## src/rtl/fifo_drain_pkg.sv

```systemverilog
// fifo_package: shared FIFO word/counter widths and the word type
package fifo_package;
  localparam int DATA_WIDTH = 8;
  localparam int CNT_WIDTH = 16;
  typedef logic [DATA_WIDTH-1:0] data_t;
endpackage

```

## src/rtl/fifo_drain_if.sv

```systemverilog
// fifo_drain_if: FIFO read side (fifo_empty, fifo_data, fifo_rd_en) plus output stream (m_valid, m_ready, m_data) and drain_cnt; master = drain block, slave = environment
interface fifo_drain_if
  import fifo_package::*;
#(
  parameter int DATA_WIDTH = fifo_package::DATA_WIDTH,
  parameter int CNT_WIDTH = fifo_package::CNT_WIDTH
);
  logic fifo_empty;
  logic [DATA_WIDTH-1:0] fifo_data;
  logic fifo_rd_en;
  logic m_valid;
  logic m_ready;
  logic [DATA_WIDTH-1:0] m_data;
  logic [CNT_WIDTH-1:0] drain_cnt;
  modport master (
    input fifo_empty, fifo_data, m_ready,
    output fifo_rd_en, m_valid, m_data, drain_cnt
  );
  modport slave (
    output fifo_empty, fifo_data, m_ready,
    input fifo_rd_en, m_valid, m_data, drain_cnt
  );
endinterface

```

## src/rtl/fifo_drain_buf.sv

```systemverilog
// fifo_drain_buf: 2-entry circular buffer; clk/rst, wr_en/wr_data in, rd_ready in, valid/rd_data/pop/occ out
module fifo_drain_buf
  import fifo_package::*;
#(
  parameter int DATA_WIDTH = fifo_package::DATA_WIDTH
) (
  input  logic                  clk,
  input  logic                  rst,
  input  logic                  wr_en,
  input  logic [DATA_WIDTH-1:0] wr_data,
  input  logic                  rd_ready,
  output logic                  valid,
  output logic [DATA_WIDTH-1:0] rd_data,
  output logic                  pop,
  output logic [1:0]            occ
);
  logic [DATA_WIDTH-1:0] mem [2];
  logic wr_ptr;
  logic rd_ptr;
  assign valid = occ != 2'd0;
  assign pop = valid & rd_ready;
  assign rd_data = mem[rd_ptr];
  always_ff @(posedge clk or posedge rst) begin
    if (rst) begin
      mem[0] <= '0;
      mem[1] <= '0;
      wr_ptr <= 1'b0;
      rd_ptr <= 1'b0;
      occ <= 2'd0;
    end else begin
      if (wr_en) begin
        mem[wr_ptr] <= wr_data;
        wr_ptr <= ~wr_ptr;
      end
      if (pop) rd_ptr <= ~rd_ptr;
      occ <= occ + {1'b0, wr_en} - {1'b0, pop};
    end
  end
endmodule

```

## src/rtl/fifo_drain.sv

```systemverilog
// fifo_drain: FIFO read-side consumer; clk/rst plus fifo_drain_if.master (fifo_empty/fifo_data in, fifo_rd_en out, m_valid/m_data/drain_cnt out, m_ready in)
module fifo_drain
  import fifo_package::*;
#(
  parameter int DATA_WIDTH = fifo_package::DATA_WIDTH,
  parameter int CNT_WIDTH = fifo_package::CNT_WIDTH
) (
  input logic         clk,
  input logic         rst,
  fifo_drain_if.master bus
);
  logic inflight;
  logic pop;
  logic [1:0] occ;
  logic [2:0] credit;
  logic [CNT_WIDTH-1:0] cnt;
  // Slots committed after this edge; a read is safe only if at most one is committed.
  assign credit = {1'b0, occ} + {2'b0, inflight} - {2'b0, pop};
  assign bus.fifo_rd_en = !bus.fifo_empty && credit <= 3'd1;
  assign bus.drain_cnt = cnt;
  always_ff @(posedge clk or posedge rst) begin
    if (rst) begin
      inflight <= 1'b0;
      cnt <= '0;
    end else begin
      inflight <= bus.fifo_rd_en;
      if (pop) cnt <= cnt + 1'b1;
    end
  end
  fifo_drain_buf #(.DATA_WIDTH(DATA_WIDTH)) u_buf (
    .clk     (clk),
    .rst     (rst),
    .wr_en   (inflight),
    .wr_data (bus.fifo_data),
    .rd_ready(bus.m_ready),
    .valid   (bus.m_valid),
    .rd_data (bus.m_data),
    .pop     (pop),
    .occ     (occ)
  );
endmodule

```

## src/flat_wrapper.sv

```systemverilog
// flat-port wrapper written by rule: the top's interface ports become plain ports
module fifo_drain_flat import fifo_package::*;
#(
  parameter int DATA_WIDTH = fifo_package::DATA_WIDTH,
  parameter int CNT_WIDTH = fifo_package::CNT_WIDTH
)
  (clk, rst, bus_fifo_empty, bus_fifo_data, bus_m_ready, bus_fifo_rd_en, bus_m_valid, bus_m_data, bus_drain_cnt);
  fifo_drain_if #(.DATA_WIDTH(DATA_WIDTH), .CNT_WIDTH(CNT_WIDTH)) bus_i ();
  input logic clk;
  input logic rst;
  input wire logic [$bits(bus_i.fifo_empty)-1:0] bus_fifo_empty;
  input wire logic [$bits(bus_i.fifo_data)-1:0] bus_fifo_data;
  input wire logic [$bits(bus_i.m_ready)-1:0] bus_m_ready;
  output wire logic [$bits(bus_i.fifo_rd_en)-1:0] bus_fifo_rd_en;
  output wire logic [$bits(bus_i.m_valid)-1:0] bus_m_valid;
  output wire logic [$bits(bus_i.m_data)-1:0] bus_m_data;
  output wire logic [$bits(bus_i.drain_cnt)-1:0] bus_drain_cnt;
  assign bus_i.fifo_empty = bus_fifo_empty;
  assign bus_i.fifo_data = bus_fifo_data;
  assign bus_i.m_ready = bus_m_ready;
  assign bus_fifo_rd_en = bus_i.fifo_rd_en;
  assign bus_m_valid = bus_i.m_valid;
  assign bus_m_data = bus_i.m_data;
  assign bus_drain_cnt = bus_i.drain_cnt;
  fifo_drain #(.DATA_WIDTH(DATA_WIDTH), .CNT_WIDTH(CNT_WIDTH)) u_core (.clk(clk), .rst(rst), .bus(bus_i));
endmodule
```

## config.mk

```make
export PLATFORM = sky130hd
export DESIGN_NAME = fifo_drain_flat
export DESIGN_NICKNAME = d
export VERILOG_FILES = /design/src/rtl/fifo_drain_pkg.sv /design/src/rtl/fifo_drain_if.sv /design/src/rtl/fifo_drain_buf.sv /design/src/rtl/fifo_drain.sv /design/src/flat_wrapper.sv
export SDC_FILE = /design/constraint.sdc
export NUM_CORES = 1
export LEC_CHECK = 0
export ABC_AREA = 1
export BUFFER_PORTS_ARGS = -buffer_cell sky130_fd_sc_hd__buf_2
export CAP_MARGIN = 40
export CELL_PAD_IN_SITES_DETAIL_PLACEMENT = 1
export CELL_PAD_IN_SITES_GLOBAL_PLACEMENT = 1
export CORE_ASPECT_RATIO = 0.7
export CORE_MARGIN = 1.5
export CORE_UTILIZATION = 43
export DETAILED_ROUTE_END_ITERATION = 12
export PLACE_DENSITY_LB_ADDON = 0.12
export SLEW_MARGIN = 15
export SYNTH_ARGS = -nofsm -noshare
export SYNTH_HDL_FRONTEND = slang
export SYNTH_SLANG_ARGS = --single-unit
```

## constraint.sdc

```tcl
create_clock -name clk -period 5.78 [get_ports clk]
set_input_delay 1.156 -clock clk [delete_from_list [all_inputs] [get_ports clk]]
set_output_delay 1.156 -clock clk [all_outputs]
set_load 0.01 [all_outputs]
```

==> results.txt <==
The flow ran to the end, and the final reports show no timing, DRC or antenna violations. The share of total power in combinational logic came out at 0.348. Counting cells, the worst reg-to-reg path comes to 9. Setup violations remaining at the end of the flow were counted as 0.

The tree built by TritonCTS fans out to 37 sinks. The hold violation count in the final report is 0. The final cell count without fillers came out at 297. The path with the worst hold slack has its endpoint at u_core.u_buf.mem[13]$_DFFE_PP0P_. In this run the most critical hold path is launched from u_core.u_buf.mem[13]$_DFFE_PP0P_. The fraction of synthesized cell area taken by the top area cell type is 0.520. The number of max-slew violations in the final report came out at 0. The number of placed instances, taps included, is 289. After detailed routing, the number of vias per cell comes to 4.83. In this run the tightest slew margin relative to its limit is 0.633. The critical path required time is around 4.6 ns. Of the total power, the clock network draws 0.227.

The sum of internal, switching and leakage power came out at 1020 uW. The pin count of the biggest net entering global routing came out at 38. The switching part of the total power is 0.381. The part of the Yosys area used for sequential elements is 0.520. After synthesis, the cell types taking the most area are dfrtp_1, nand2_1, inv_1, o21ai_0, xnor2_1.

The count of nets left with antenna violations once routing finished came out at 0. Synthesis handed over a netlist of slightly above 200 instances. The cell sitting at the root of the clock tree is a clkbuf_8.

The worst register-to-register path ends at u_core.inflight$_DFF_PP0_. The proportion of synthesized flip-flops having asynchronous set or reset came out at 1.00. The number of vias after detailed routing is around 1400. The largest voltage drop on the vdd net is 0.000253 V. The clock tree from TritonCTS is done. The cell-internal power is 635 uW. The boundary pin count is 38.

The full die area came out at around 0.0045 mm2. Summed over all nets, the half-perimeter wirelength after detailed placement is roughly 3200 um. The first-pass GRT wire length came out at around 7200 um. The biggest area contributor in the post-synthesis netlist is dfrtp_1. The number of gates resized after cts came out at 0. The power spent charging and discharging nets is 390 uW. Ranked by instance count, the synthesized netlist is headed by nand2_1, dfrtp_1, inv_1. The number of flops mapped to enable cells by yosys came out at 0. The shortest period the worst path allows came out at slightly above 4 ns. After synthesis the netlist holds a flip-flop and latch count of 37.

Setup repair after global routing left no endpoint under its margin. Measured along the x axis, the die boundary spans 79.9 um. The net count reported at finish came out at 260. The detailed-route DRC error count is 0. The count of TritonRoute iterations in the first routing pass came out at 3. The reported max-cap violation count is 0. 0 antenna diodes ended up in the layout. The worst-skew pair later-pin latency is a little under 0.3 ns.

The number of placement rows is 19. STA classifies the critical path endpoint as a primary output. The worst hold path belongs to the class flop to flop. The critical path is of the primary input to primary output type. The cell depth of the worst min-delay path came out at 2. The post-CTS setup repair buffer count is 0.

The initial antenna violation count is 0. The register-to-register setup slack came out at 3.60 ns. The count of input and output buffers is 37.

The number of library cell types mapped by synthesis came out at 25. The via count of the first global-routing pass is 1546. The placeable core area came out at 0.00395 mm2. The primary flip-flop cell chosen by synthesis mapping is dfrtp_1. The final core utilization came out at 0.540. For the worst setup path, the data arrival time is a little under 3 ns. During synthesis, Yosys emitted a total of 0 warnings. For this block, the routed nets add up to about 4200 um of wire. The power density over cell area came out at 481 mW/mm2. On the final layout, the worst clock skew is 0.0103 ns. The ratio of final minimum period to clock period came out at 0.711. The overall track demand over capacity in global routing came out at 0.209. The number of CTS-inserted buffers came out at 5. The peak fanout along the critical path is 7. Timing analysis after detailed placement gives a worst setup slack of 1.68 ns. The cell with the most instances after synthesis is nand2_1.

Summed over all cells, the static leakage comes to around 0.0012 uW. The measured slew at the worst slew-check pin is 0.550 ns. The effective utilization at floorplan came out at 0.451. The synthesized area is 0.00178 mm2. The launching element type of the critical path is a primary input. The wire length per cell is roughly 14 um. The hold buffer count at CTS came out at 0.

The sum of negative setup slack is 0 ns. After clock tree synthesis, the clock-pin slew on the worst setup and hold paths is 0.07 ns. The share of post-route cells with drive strength above 1 came out at 0.220. The H-tree generated during clock tree synthesis spans 2 levels. The congestion estimate from routability-driven global placement came to between 0.7 and 0.8.

The area growth from synthesis to layout came out at 19.6%. The total overflow reported by the global router is 0. Dividing the synthesized area by the synthesized cell count gives 8.77 um2. The timing-limited maximum frequency came out at 243 MHz. The height of the chip came out at 56.8 um.

The total of fill cells in the finished design is between 400 and 500. The startpoint identified for the worst register-to-register timing path is u_core.u_buf.occ[1]$_DFF_PP0_. The post-synth net total is 219. In the post-route analysis, the smallest setup slack over all paths is 1.67 ns. The number of violations reported at the end of detailed-routing iteration 0 came out at 46. The buffer levels on the longest clock path came out at 2. The share of total power dissipated in sequential elements is 0.425.
==> per-layer routing <==
metal | GRT usage | share of wire
met1 | 0.285 | 0.49
met4 | 0.0714 | 0.016
met5 | 0 | 0
met2 | 0.327 | 0.46
met3 | 0.0504 | 0.035
==> logic make-up after synthesis <==
family	count (synthesis)	share of synthesized area
compound gates	21	0.0611
buf+inv	31	0.0710
flops	37	0.520
simple gates	99	0.257
xor+xnor	11	0.0583
fa+ha+maj	4	0.0323
==> worst max-delay path, cell delays in order <==
cell     delay, ns
buf_2         0.11
inv_1         0.13
nor2_8        0.08
ha_1          0.28
inv_1         0.04
ha_1          0.18
fa_1          0.47
nor2_1        0.11
o21ai_0       0.08
a21oi_1       0.16
buf_2         0.16
==> layout by cell type (no fill, tap or decap), drive strengths merged, types with 2 or more instances in the layout <==
| cell | Yosys | routed |
|---|---|---|
| xnor2 | 6 | 6 |
| xor2 | 5 | 5 |
| inv | 26 | 26 |
| o21ai | 20 | 20 |
| nand3b | 2 | 2 |
| clkbuf | 1 | 7 |
| nand2 | 72 | 72 |
| nor2 | 13 | 13 |
| nand4 | 4 | 4 |
| buf | 3 | 38 |
| nand3 | 7 | 7 |
| dfrtp | 37 | 37 |
| ha | 3 | 3 |
==> worst max-delay path by stage <==
stage                startpoint              to  slack, ns  depth (start not counted)
finish              bus_m_ready  bus_fifo_rd_en       1.67                         11
floorplan           bus_m_ready  bus_fifo_rd_en       1.95                          9
global placement    bus_m_ready  bus_fifo_rd_en       1.75                         11
CTS                 bus_m_ready  bus_fifo_rd_en       1.66                         11
detailed placement  bus_m_ready  bus_fifo_rd_en       1.68                         11
global route        bus_m_ready  bus_fifo_rd_en       1.51                         11
==> power groups by stage <==
stage | logic [uW] | registers (uW) | clock network [uW]
4_1_cts | 365 | 435 | 238
6_report | 356 | 436 | 233
5_1_grt | 413 | 450 | 246
3_3_place_gp | 332 | 430 | 0
3_5_place_dp | 362 | 438 | 0
2_1_floorplan | 239 | 419 | 0
==> metrics by stage <==
stage	hold WS [ns]	area (um2)
3_3_place_gp	0.466	2010
3_5_place_dp	0.476	2010
6_report	0.491	2130
4_1_cts	0.494	2130
5_1_grt	0.536	2130
2_1_floorplan	0.453	1780
==> state kept, by name, indices dropped and copies added, names as in the netlist <==
signal	flops
u_core.u_buf.mem	16
u_core.bus.drain_cnt	16
u_core.inflight	1
u_core.u_buf.occ	2
u_core.u_buf.rd_ptr	1
u_core.u_buf.wr_ptr	1
==> layout make-up <==
class                           count  area, um2  share of cell area
Clock buffer                        7       86.3              0.0405
Timing Repair Buffer               38        193              0.0905
Multi-Input combinational cell    135        728               0.342
Sequential cell                    37        926               0.435
Clock inverter                      1       30.0              0.0141
Tap cell                           52       65.1              0.0306
Inverter                           27        101              0.0476
No activity file was read; power rests on OpenSTA's default activity.
